## src/rtl/dual_slope_sequencer.sv

```systemverilog
// Dual-slope ADC phase sequencer: auto-zero, integrate, de-integrate.
// Drives the shared phase counter and analog switches; captures the result.
module dual_slope_sequencer #(
    parameter int unsigned AZ_CYCLES  = 1000,
    parameter int unsigned INT_CYCLES = 10000,
    parameter int unsigned DEINT_MAX  = 20000
) (
    input  logic        clk_i,
    input  logic        rst_i,
    input  logic        start_i,
    input  logic        cont_i,
    input  logic        abort_i,
    input  logic        comp_i,
    input  logic        cnt_done_i,
    input  logic [15:0] cnt_count_i,
    output logic        cnt_en_o,
    output logic        cnt_clear_o,
    output logic [15:0] cnt_limit_o,
    output logic        sw_az_o,
    output logic        sw_in_o,
    output logic        sw_refp_o,
    output logic        sw_refn_o,
    output logic        busy_o,
    output logic        valid_o,
    output logic [15:0] result_o,
    output logic        sign_o,
    output logic        overrange_o
);

    localparam logic [2:0] S_IDLE    = 3'd0;
    localparam logic [2:0] S_ARM_AZ  = 3'd1;
    localparam logic [2:0] S_AZ      = 3'd2;
    localparam logic [2:0] S_ARM_INT = 3'd3;
    localparam logic [2:0] S_INT     = 3'd4;
    localparam logic [2:0] S_ARM_DE  = 3'd5;
    localparam logic [2:0] S_DE      = 3'd6;
    localparam logic [2:0] S_DONE    = 3'd7;

    localparam logic [15:0] LIM_AZ  = 16'(AZ_CYCLES);
    localparam logic [15:0] LIM_INT = 16'(INT_CYCLES);
    localparam logic [15:0] LIM_DE  = 16'(DEINT_MAX);

    logic [2:0] state_q;
    logic [2:0] state_d;
    logic       latch_sign;
    logic       de_cross;
    logic       de_over;

    always_comb begin
        state_d    = state_q;
        latch_sign = 1'b0;
        de_cross   = 1'b0;
        de_over    = 1'b0;
        if (abort_i) begin
            state_d = S_IDLE;
        end else begin
            case (state_q)
                S_IDLE: begin
                    if (start_i) state_d = S_ARM_AZ;
                end
                S_ARM_AZ:  state_d = S_AZ;
                S_AZ: begin
                    if (cnt_done_i) state_d = S_ARM_INT;
                end
                S_ARM_INT: state_d = S_INT;
                S_INT: begin
                    if (cnt_done_i) begin
                        latch_sign = 1'b1;
                        state_d    = S_ARM_DE;
                    end
                end
                S_ARM_DE:  state_d = S_DE;
                S_DE: begin
                    // a comparator crossing beats a simultaneous timeout
                    if (comp_i != sign_o) begin
                        de_cross = 1'b1;
                        state_d  = S_DONE;
                    end else if (cnt_done_i) begin
                        de_over = 1'b1;
                        state_d = S_DONE;
                    end
                end
                S_DONE: begin
                    state_d = cont_i ? S_ARM_AZ : S_IDLE;
                end
                default: state_d = S_IDLE;
            endcase
        end
    end

    always_ff @(posedge clk_i) begin
        if (rst_i) begin
            state_q     <= S_IDLE;
            cnt_en_o    <= 1'b0;
            cnt_clear_o <= 1'b1;
            cnt_limit_o <= 16'd0;
            sw_az_o     <= 1'b0;
            sw_in_o     <= 1'b0;
            sw_refp_o   <= 1'b0;
            sw_refn_o   <= 1'b0;
            busy_o      <= 1'b0;
            valid_o     <= 1'b0;
            result_o    <= 16'd0;
            sign_o      <= 1'b0;
            overrange_o <= 1'b0;
        end else begin
            state_q     <= state_d;
            cnt_clear_o <= abort_i;
            cnt_en_o    <= (state_d == S_AZ) ||
                           (state_d == S_INT) ||
                           (state_d == S_DE);
            busy_o      <= (state_d != S_IDLE);
            valid_o     <= (state_d == S_DONE);
            // switches are decoded from the next state so they stay registered
            sw_az_o     <= (state_d == S_AZ);
            sw_in_o     <= (state_d == S_INT);
            sw_refp_o   <= (state_d == S_DE) && !sign_o;
            sw_refn_o   <= (state_d == S_DE) && sign_o;
            case (state_d)
                S_ARM_AZ:  cnt_limit_o <= LIM_AZ;
                S_ARM_INT: cnt_limit_o <= LIM_INT;
                S_ARM_DE:  cnt_limit_o <= LIM_DE;
                default:   cnt_limit_o <= cnt_limit_o;
            endcase
            if (latch_sign) sign_o <= comp_i;
            if (de_cross) begin
                result_o    <= cnt_count_i;
                overrange_o <= 1'b0;
            end else if (de_over) begin
                result_o    <= LIM_DE;
                overrange_o <= 1'b1;
            end
        end
    end

endmodule

```

## config.mk

```make
export PLATFORM = sky130hd
export DESIGN_NAME = dual_slope_sequencer
export DESIGN_NICKNAME = d
export VERILOG_FILES = /design/src/rtl/dual_slope_sequencer.sv
export SDC_FILE = /design/constraint.sdc
export NUM_CORES = 1
export LEC_CHECK = 0
export ABC_AREA = 1
export CAP_MARGIN = 20
export CORE_UTILIZATION = 40
export DETAILED_ROUTE_END_ITERATION = 16
export GPL_TIMING_DRIVEN = 0
export PLACE_DENSITY_LB_ADDON = 0.15
export SYNTH_ARGS = -nofsm -noshare
export SYNTH_HDL_FRONTEND = slang
export SYNTH_SLANG_ARGS = --single-unit
```

## constraint.sdc

```tcl
create_clock -name clk_i -period 1.63 [get_ports clk_i]
set_clock_uncertainty 0.05 [all_clocks]
set_input_delay 0.163 -clock clk_i [delete_from_list [all_inputs] [get_ports clk_i]]
set_output_delay 0.163 -clock clk_i [all_outputs]
set_load 0.1 [all_outputs]
```

---- After elaboration in Yosys (flattened, before gate mapping) ----
Cells that the tools add are included.
storage, ports and cells
  word-level logic and storage cells ...... 58
  output and inout port bits .............. 42
  bits of input ports ..................... 23
  flip-flop bits (word level) ............. 45
cells by class
  muxes and demuxes ....................... 20
  equal/unequal tests ..................... 15
  reductions and logical operators ........ 10
operator list
  operator            count
  $pmux 16 s3         1
  $mux 16             2
  $eq 3x3->1 const B  8
  $pmux 3 s8          1
  $mux 3              6
  $eq 3x2->1 const B  4
  $mux 1              10
  $eq 3x1->1 const B  2
  $reduce_bool 3->1   2
  $logic_not 3->1     1
  $logic_and 1x1->1   2
  $logic_or 1x1->1    2
  $reduce_bool 2->1   1
  $reduce_or 2->1     1
  $logic_not 1->1     1
  $ne 1x1->1          1

---- Longest topological paths before layout ----
Gate-level depths: netlist (run 1).
  word-level depth ........................ 7
  mapped depth ............................ 10
  depth with buffers taken out ............ 10

---- Worst setup path before layout (run 1) ----
No wires, ideal clock.
  path type ............................... register to register
  start ................................... register sign_o
  end ..................................... register result_o[0]
  arrival ................................. 1.855 ns
  cell stages (with the launch flop) ...... 8
  data required time ...................... 1.510 ns
  setup time .............................. 0.070 ns
  slack ................................... -0.345 ns
  buffers on the path ..................... 1
  cell sequence ........................... dfxtp_1 inv_2 nand2_1 nand2_1 o21ai_1 buf_2 nand2_1 a21oi_1
on the way
  cells in the longest elaborated chain, start to end .. 5
RTL lines
  element                                       RTL line  RTL
  start, declared                               26        output logic sign_o,
  start signal, assigned                        125       if (latch_sign) sign_o <= comp_i;
  $ne 1x1->1 *                                  75        if (comp_i != sign_o) begin
  $mux 1                                        75
  $mux 1                                        57        case (state_q)
  $mux 1                                        54        if (abort_i) begin
  $mux 16 or $reduce_bool 2->1 (tied branches)  -
  end signal, assigned                          127       result_o <= cnt_count_i;
  end, declared                                 25        output logic [15:0] result_o,
Mark *: on every way between the ends. The rest lies on a longest branch, timed or not.
A chain may end at the register's enable or synchronous reset.

---- Worst setup path after layout (run 1) ----
  start ................................... register cnt_limit_o[13]
  end ..................................... output cnt_limit_o[13]
RTL lines
  element                 RTL line  RTL
  start, declared         18        output logic [15:0] cnt_limit_o,
  start signal, assigned  123       default: cnt_limit_o <= cnt_limit_o;
No word-level cell between the ends.

==> results.md, run 1 <==
| Group | Item | This run |
|---|---|---|
| final layout | Flip-flop count of the largest register after layout | 16 |
| final layout | Top reg by flops | result_o |
| pwr | Worst vdd rail ir drop | 0.646 mV |
| worst setup path | Crit path arrival time | 1.35 ns |
| floorplanning | Core area | 0.00334 mm^2 |
| hold path | End point of the worst hold path | state_q[1] |
| run status | Outcome | completed |
| synth | Count of distinct cell types in the synthesized netlist | 24 |
| pwr | Sw frac | 31.2% |
| worst setup path | Critical register-to-register path startpoint | sign_o |
| clock tree | Inserted Clock Buffers | 5 |
| worst setup path | Slack of the worst reg-to-reg path | 0.18 ns |
| final layout | Area of all placed cells without fillers | 0.00216 mm^2 |
| clock tree | Clock latency on the worst-skew pair | 0.33 ns |
| pwr | Design Power | 0.00183 W |
| routing | Post-detailed-route DRC marker count | 0 |
| worst setup path | Launching element type of the critical path | register |
| clock tree | Maximum level of the CTS H-tree | 2 |
| clock tree | CTS Buffer Depth | 2 |
| floorplanning | Row count | 21 |
| pwr | Clock network fraction of design power | 29.6% |
| synth | YS warnings | 0 |
| pwr | Internal Pwr Total | 0.00126 W |
| worst setup path | Kind of cell with the highest combined delay on the critical path | buffers and inverters |
| worst setup path | Worst reg2reg path endpoint | result_o[2] |
| sta | Min Tclk post-route | 1.56 ns |
| synth | Synth top area share | 51.8% |
| pwr | Part of the total power dissipated in sequential elements | 49.4% |
| floorplanning | Starting density of the core | 41.7% |
| synth | Number of enable-type register cells in the synthesized netlist | 0 |
| worst setup path | Type of the setup path with the least slack | register to primary output |
| synth | Area of the mapped netlist | 0.00139 mm^2 |
| worst setup path | Worst path buffer plus inverter count | 2 |
| run | Total of max-cap violations | 0 |
| synth | Largest area contributor in the netlist | dfxtp_1 |
| routing | Aggregate routed wire length | 3.11 mm |
| final layout | Number of non-filler instances in the completed layout | 284 |
| floorplanning | Die X-Extent | 61.0 um |
| placed design | IO buf count | 58 |
| clock tree | Sink Count | 36 |
| final layout | Number of antenna cells inserted | 0 |
| synth | Post-synthesis area per instance | 8.29 um^2 |
| clock tree | CTS-repair resized insts | 111 |
| sta | Minimum hold slack | 0.162 ns |
| sta | Relative max-transition margin | 63.0% |
| hold path | Critical hold path startpoint | rst_i |
| placed design | Final GP Congestion | 0.757 |
| synth | Commonest register cell after synthesis | dfxtp_1 |
| global route | Initial antenna violation count | 0 |
| placed design | Cell area reported after detailed placement | 0.00205 mm^2 |
| placed design | Placement-stage worst setup slack | -0.171 ns |
| sta | Setup repair after global routing missed its margin | false |
| sta | Pin slew with the least headroom to its limit | 0.557 ns |
| sta | Fraction of the cycle the final worst path needs | 95.6% |
| final layout | Largest registers ranked by flip-flop count | result_o: 16 flops, cnt_limit_o: 7 flops, state_q: 3 flops |
| routing | Drt pass-1 iters | 4 |
| global route | Wire length of the first global-routing pass | 4.82 mm |
| pwr | Leakage power total | 0.905 nW |
| worst setup path | Critical Path RT | 1.42 ns |
| global route | Via count of the first global-routing pass | 1102 |
| sta | Max Fclk | 642 MHz |
| routing | DR WL/cell | 10.9 um |
| floorplanning | Number of top-level pins | 65 |
| sta | Final number of hold-violating endpoints | 0 |
| synth | Ranking of synthesized cells by area | dfxtp_1 52%, nand2_1 12%, a21oi_1 6.8% |
| global route | Overall routing resource usage | 17.8% |
| worst setup path | Critical path peak fanout | 3 |
| synth | Flip-flop and latch count after synthesis | 36 |
| routing | Violation count after the first detailed-routing iteration | 62 |
| global route | Remaining global-route overflow | 0 |
| synth | Proportion of synthesized chip area in sequential cells | 51.8% |
| final layout | Post-layout nets | 260 |
| final layout | Layout filler cell count | 309 |
| floorplanning | Die Footprint | 0.00372 mm^2 |
| worst setup path | Worst reg2reg path depth | 7 |
| placed design | Detailed placer's ending HPWL | 2.28 mm |
| sta | Total setup violations reported at the end of the flow | 0 |
| pwr | Power density relative to cell area | 848 mW/mm^2 |
| final layout | Share of layout cells above drive strength 1 | 31.1% |
| clock tree | Root buffer selected by CTS | clkbuf_4 |
| worst setup path | Kind of end point of the critical path | primary output |
| clock tree | Total setup buffers inserted after CTS | 0 |
| synth | Synthesized netlist cell count | 168 |
| final layout | Layout overhead on the synthesized area | 55.3% |
| routing | Total via count in the routed design | 1301 |
| clock tree | TritonCTS clock tree | yes |
| worst setup path | Max stage delay cell, worst path | clkdlybuf4s18_2 |
| hold path | Cell depth of the worst min-delay path | 2 |
| synth | Proportion of synthesized flip-flops having asynchronous set or reset | 0% |
| worst setup path | Cell-by-cell listing of the critical path | buf_4 > clkdlybuf4s18_2 |
| routing | Number of nets with antenna violations after routing | 0 |
| worst setup path | Delay contributed by the slowest stage of the critical path | 0.53 ns |
| sta | Number of pins with negative max-slew slack in the final report | 0 |
| hold path | Min-delay worst type | input pin to register |
| pwr | Combinational Power Share | 20.9% |
| placed design | Inst Count DP | 276 |
| global route | Maximum number of pins on one net before global-route repair | 12 |
| floorplanning | Chip Height | 61.0 um |
| routing | Average via count per standard cell | 4.58 |
| sta | Final Worst Setup Slack | 0.0719 ns |
| clock tree | Post-cts hold buffer count | 0 |
| clock tree | Clock edge transition at the registers on the reported setup and hold paths | 0.11 ns |
| pwr | Net switching power | 0.000572 W |
[through the flow]
stage	util, %	setup TNS [ns]
final	64.8	0
after global routing	64.8	0
after CTS	64.9	0
after detailed placement	61.4	-2.82
after global placement	61.4	-2.61
after floorplan	-	0
[synthesized netlist by cell type (2+ instances only)]
library cell / count
a21oi_1: 19
buf_4: 10
clkbuf_1: 3
dfxtp_1: 36
inv_1: 13
inv_2: 4
nand2_1: 44
nand3_1: 6
nand3_2: 2
nand4_1: 3
nor2_1: 9
nor4_2: 2
o21ai_0: 2
o221a_2: 5
[power groups by stage]
stage / Combinational (W) / Clock (W) / Sequential [W]
5_1_grt: 0.000404 / 0.000613 / 0.000910
2_1_floorplan: 0.000170 / 0 / 0.00104
4_1_cts: 0.000384 / 0.000567 / 0.000906
3_5_place_dp: 0.000389 / 0 / 0.000926
6_report: 0.000384 / 0.000543 / 0.000906
3_3_place_gp: 0.000388 / 0 / 0.000926
[cells in the final DEF (no fill, tap or decap), drive strengths merged]
cell,instances
nand3,8
o211ai,1
conb,5
clkdlybuf4s18,1
buf,14
nor4,2
inv,17
clkinv,2
nand4,3
clkdlybuf4s15,33
nand2,45
o221a,5
nor3,1
dfxtp,36
clkbuf,10
nor2,9
a211oi,1
nand3b,1
a21oi,19
a31oi,1
clkdlybuf4s50,21
o21ai,3
[logic make-up (layout without fill, tap and decap cells)]
logic type	Yosys count	in the layout	share of synthesized area (%)
compound gates	30	30	13.8
buf+inv	32	98	11.4
flops	36	36	51.8
other cells	1	5	0.269
simple gates	69	69	22.7
[area by class of cell]
type                            count  area, um^2  share of cell area, %
Inverter                           18        67.6                   3.13
Buffer                             14        91.3                   4.22
Tap cell                           46        57.6                   2.66
Clock buffer                        7        66.3                   3.07
Multi-Input combinational cell    104         542                   25.1
Clock inverter                      1        5.00                  0.231
Timing Repair Buffer               58         607                   28.1
Sequential cell                    36         726                   33.6
[worst max-delay path by stage]
stage / end / cells past startpoint / slack (ns) / start
after detailed placement: cnt_limit_o[6] / 2 / -0.17 / cnt_limit_o[7]
final: cnt_limit_o[13] / 2 / 0.07 / cnt_limit_o[13]
after global routing: cnt_limit_o[13] / 2 / 0.006 / cnt_limit_o[13]
after CTS: cnt_limit_o[6] / 2 / 0.02 / cnt_limit_o[7]
after global placement: cnt_limit_o[6] / 2 / -0.16 / cnt_limit_o[7]
after floorplan: cnt_limit_o[6] / 1 / 0.03 / cnt_limit_o[7]
[per-layer routing]
metal | share of wire [%] | vias to the layer above | global-route usage, %
li1 | - | 672 | -
met4 | 1.5 | 0 | 6.82
met3 | 6.9 | 6 | 6.61
met2 | 46 | 39 | 27.5
met1 | 46 | 584 | 22.6
met5 | 0 | - | 0
No activity file was read; power rests on OpenSTA's default activity.
==> run 2: changes to the inputs <==
CAP_MARGIN = 30   (was 20)
PLACE_DENSITY_LB_ADDON = 0.12   (was 0.15)
==> results.md, run 2 (same netlist as run 1, synthesis figures left out) <==
| Group | Item | This run |
|---|---|---|
| floorplanning | Chip Height | 61.0 um |
| pwr | Power density relative to cell area | 824 mW/mm^2 |
| floorplanning | Starting density of the core | 41.7% |
| routing | Violation count after the first detailed-routing iteration | 23 |
| global route | Initial antenna violation count | 0 |
| pwr | Part of the total power dissipated in sequential elements | 51.4% |
| pwr | Net switching power | 0.000554 W |
| final layout | Layout filler cell count | 308 |
| final layout | Largest registers ranked by flip-flop count | result_o: 16 flops, cnt_limit_o: 7 flops, state_q: 3 flops |
| final layout | Area used by multi-input combinational logic | 534 um^2 |
| routing | DR WL/cell | 11.9 um |
| global route | Wire length of the first global-routing pass | 5.09 mm |
| pwr | Clock network fraction of design power | 26.9% |
| worst setup path | Max stage delay cell, worst path | clkdlybuf4s15_2 |
| clock tree | Sink Count | 36 |
| floorplanning | Number of top-level pins | 65 |
| final layout | Top reg by flops | result_o |
| final layout | Flip-flop count of the largest register after layout | 16 |
| hold path | Min-delay worst type | input pin to register |
| pwr | Worst vdd rail ir drop | 0.471 mV |
| global route | Via count of the first global-routing pass | 1168 |
| pwr | Design Power | 0.00177 W |
| worst setup path | Cell-by-cell listing of the critical path | buf_4 > clkdlybuf4s15_2 |
| sta | Number of pins with negative max-slew slack in the final report | 0 |
| routing | Average via count per standard cell | 4.70 |
| global route | Maximum number of pins on one net before global-route repair | 11 |
| worst setup path | Delay contributed by the slowest stage of the critical path | 0.54 ns |
| run | Total of max-cap violations | 0 |
| global route | Overall routing resource usage | 19.3% |
| routing | Number of nets with antenna violations after routing | 0 |
| sta | Max Fclk | 639 MHz |
| clock tree | TritonCTS clock tree | yes |
| pwr | Internal Pwr Total | 0.00121 W |
| sta | Setup repair after global routing missed its margin | false |
| floorplanning | Row count | 21 |
| worst setup path | Crit path arrival time | 1.35 ns |
| floorplanning | Die X-Extent | 61.0 um |
| sta | Pin slew with the least headroom to its limit | 0.561 ns |
| clock tree | Maximum level of the CTS H-tree | 2 |
| placed design | Detailed placer's ending HPWL | 2.53 mm |
| final layout | Sequential cell area | 726 um^2 |
| pwr | Sw frac | 31.4% |
| final layout | Post-layout nets | 260 |
| clock tree | Total setup buffers inserted after CTS | 0 |
| run status | Outcome | completed |
| routing | Total via count in the routed design | 1335 |
| floorplanning | Core area | 0.00334 mm^2 |
| final layout | Share of layout cells above drive strength 1 | 31.1% |
| clock tree | Root buffer selected by CTS | clkbuf_4 |
| sta | Final number of hold-violating endpoints | 0 |
| sta | Relative max-transition margin | 62.8% |
| placed design | Final GP Congestion | 0.787 |
| hold path | Cell depth of the worst min-delay path | 2 |
| clock tree | Clock edge transition at the registers on the reported setup and hold paths | 0.10 ns |
| pwr | Combinational Power Share | 21.7% |
| worst setup path | Critical path peak fanout | 3 |
| worst setup path | Kind of end point of the critical path | primary output |
| sta | Fraction of the cycle the final worst path needs | 95.9% |
| global route | Remaining global-route overflow | 0 |
| sta | Min Tclk post-route | 1.56 ns |
| worst setup path | Type of the setup path with the least slack | register to primary output |
| final layout | Top library cells by usage in the layout, fill and taps aside | 43 x nand2_1, 34 x dfxtp_1, 34 x clkdlybuf4s15_2 |
| sta | Final-layout setup total negative slack | 0 ns |
| clock tree | Inserted Clock Buffers | 5 |
| worst setup path | Worst reg2reg path depth | 7 |
| final layout | Most frequent standard cell in the layout excluding fill and tap cells | nand2_1 |
| final layout | Number of antenna cells inserted | 0 |
| worst setup path | Launching element type of the critical path | register |
| clock tree | Clock latency on the worst-skew pair | 0.33 ns |
| routing | Post-detailed-route DRC marker count | 0 |
| final layout | Fraction of the core area covered by cells at the end of the flow | 64.2% |
| clock tree | CTS Buffer Depth | 2 |
| routing | Aggregate routed wire length | 3.37 mm |
| routing | Drt pass-1 iters | 4 |
| floorplanning | Die Footprint | 0.00372 mm^2 |
| final layout | Layout overhead on the synthesized area | 53.9% |
| pwr | Leakage power total | 0.876 nW |
| placed design | IO buf count | 58 |
| sta | Total setup violations reported at the end of the flow | 0 |
| worst setup path | Critical Path RT | 1.42 ns |
[run 2: cell type report]
class                      count  area share (%)
clock buffer                   8            2.74
multi-input combinational    104            24.9
inverter                      18            3.15
sequential                    36            33.9
buffer                        14            4.26
tap                           46            2.69
timing repair buffer          58            28.4
[run 2: per-layer routing]
metal	GRT usage [%]	share of wire, %	wire, um	up-vias
met5	0	0	0	-
met4	7.79	1.5	51	0
met3	6.61	5.6	188	6
met2	33.9	52	1740	38
met1	21.2	41	1390	617
li1	-	-	-	674
[run 2: power by group through the flow]
| stage | Clock, W | Sequential, W | Combinational (W) |
|---|---|---|---|
| 2_1_floorplan | 0 | 0.00104 | 0.000170 |
| 3_3_place_gp | 0 | 0.000926 | 0.000387 |
| 3_5_place_dp | 0 | 0.000927 | 0.000390 |
| 4_1_cts | 0.000496 | 0.000907 | 0.000386 |
| 5_1_grt | 0.000539 | 0.000910 | 0.000400 |
| 6_report | 0.000475 | 0.000907 | 0.000384 |
[run 2: stage by stage]
step                setup WS, ns  cells  area (um^2)  hold slack [ns]
floorplan                 0.0255    172         1410            0.256
global placement          -0.154    276         2050            0.385
detailed placement        -0.185    276         2050            0.393
CTS                       0.0134    284         2150            0.135
global route              0.0123    284         2140            0.153
finish                    0.0663    284         2140            0.152
[run 2: worst paths after layout]
kind | slack, ns | startpoint | to
worst max-delay path | 0.07 | cnt_limit_o[13] | cnt_limit_o[13]
worst min-delay path | 0.15 | rst_i | state_q[1]
worst max register to register | 0.15 | state_q[1] | result_o[8]
worst min register to register | 0.40 | sign_o | sw_refp_o
[run 2: repair_timing]
item | CTS | global route
hold buffers | 0 | 0
pin swaps | 0 | 0
resized for setup | 111 | 9
endpoints found under the setup margin | 37 | 8
gates cloned | 0 | 0
[run 2: worst max-delay path: cells and delay by family (launching register included)]
| family | cells | cell delay [ns] |
|---|---|---|
| buf+inv | 2 | 0.65 |
| flops | 1 | 0.37 |
==> run 3: changes to the inputs <==
SLEW_MARGIN = 0   (was unset)
==> results of run 3 <==
No change in the layout: final DEF, timing and power equal those of run 2.
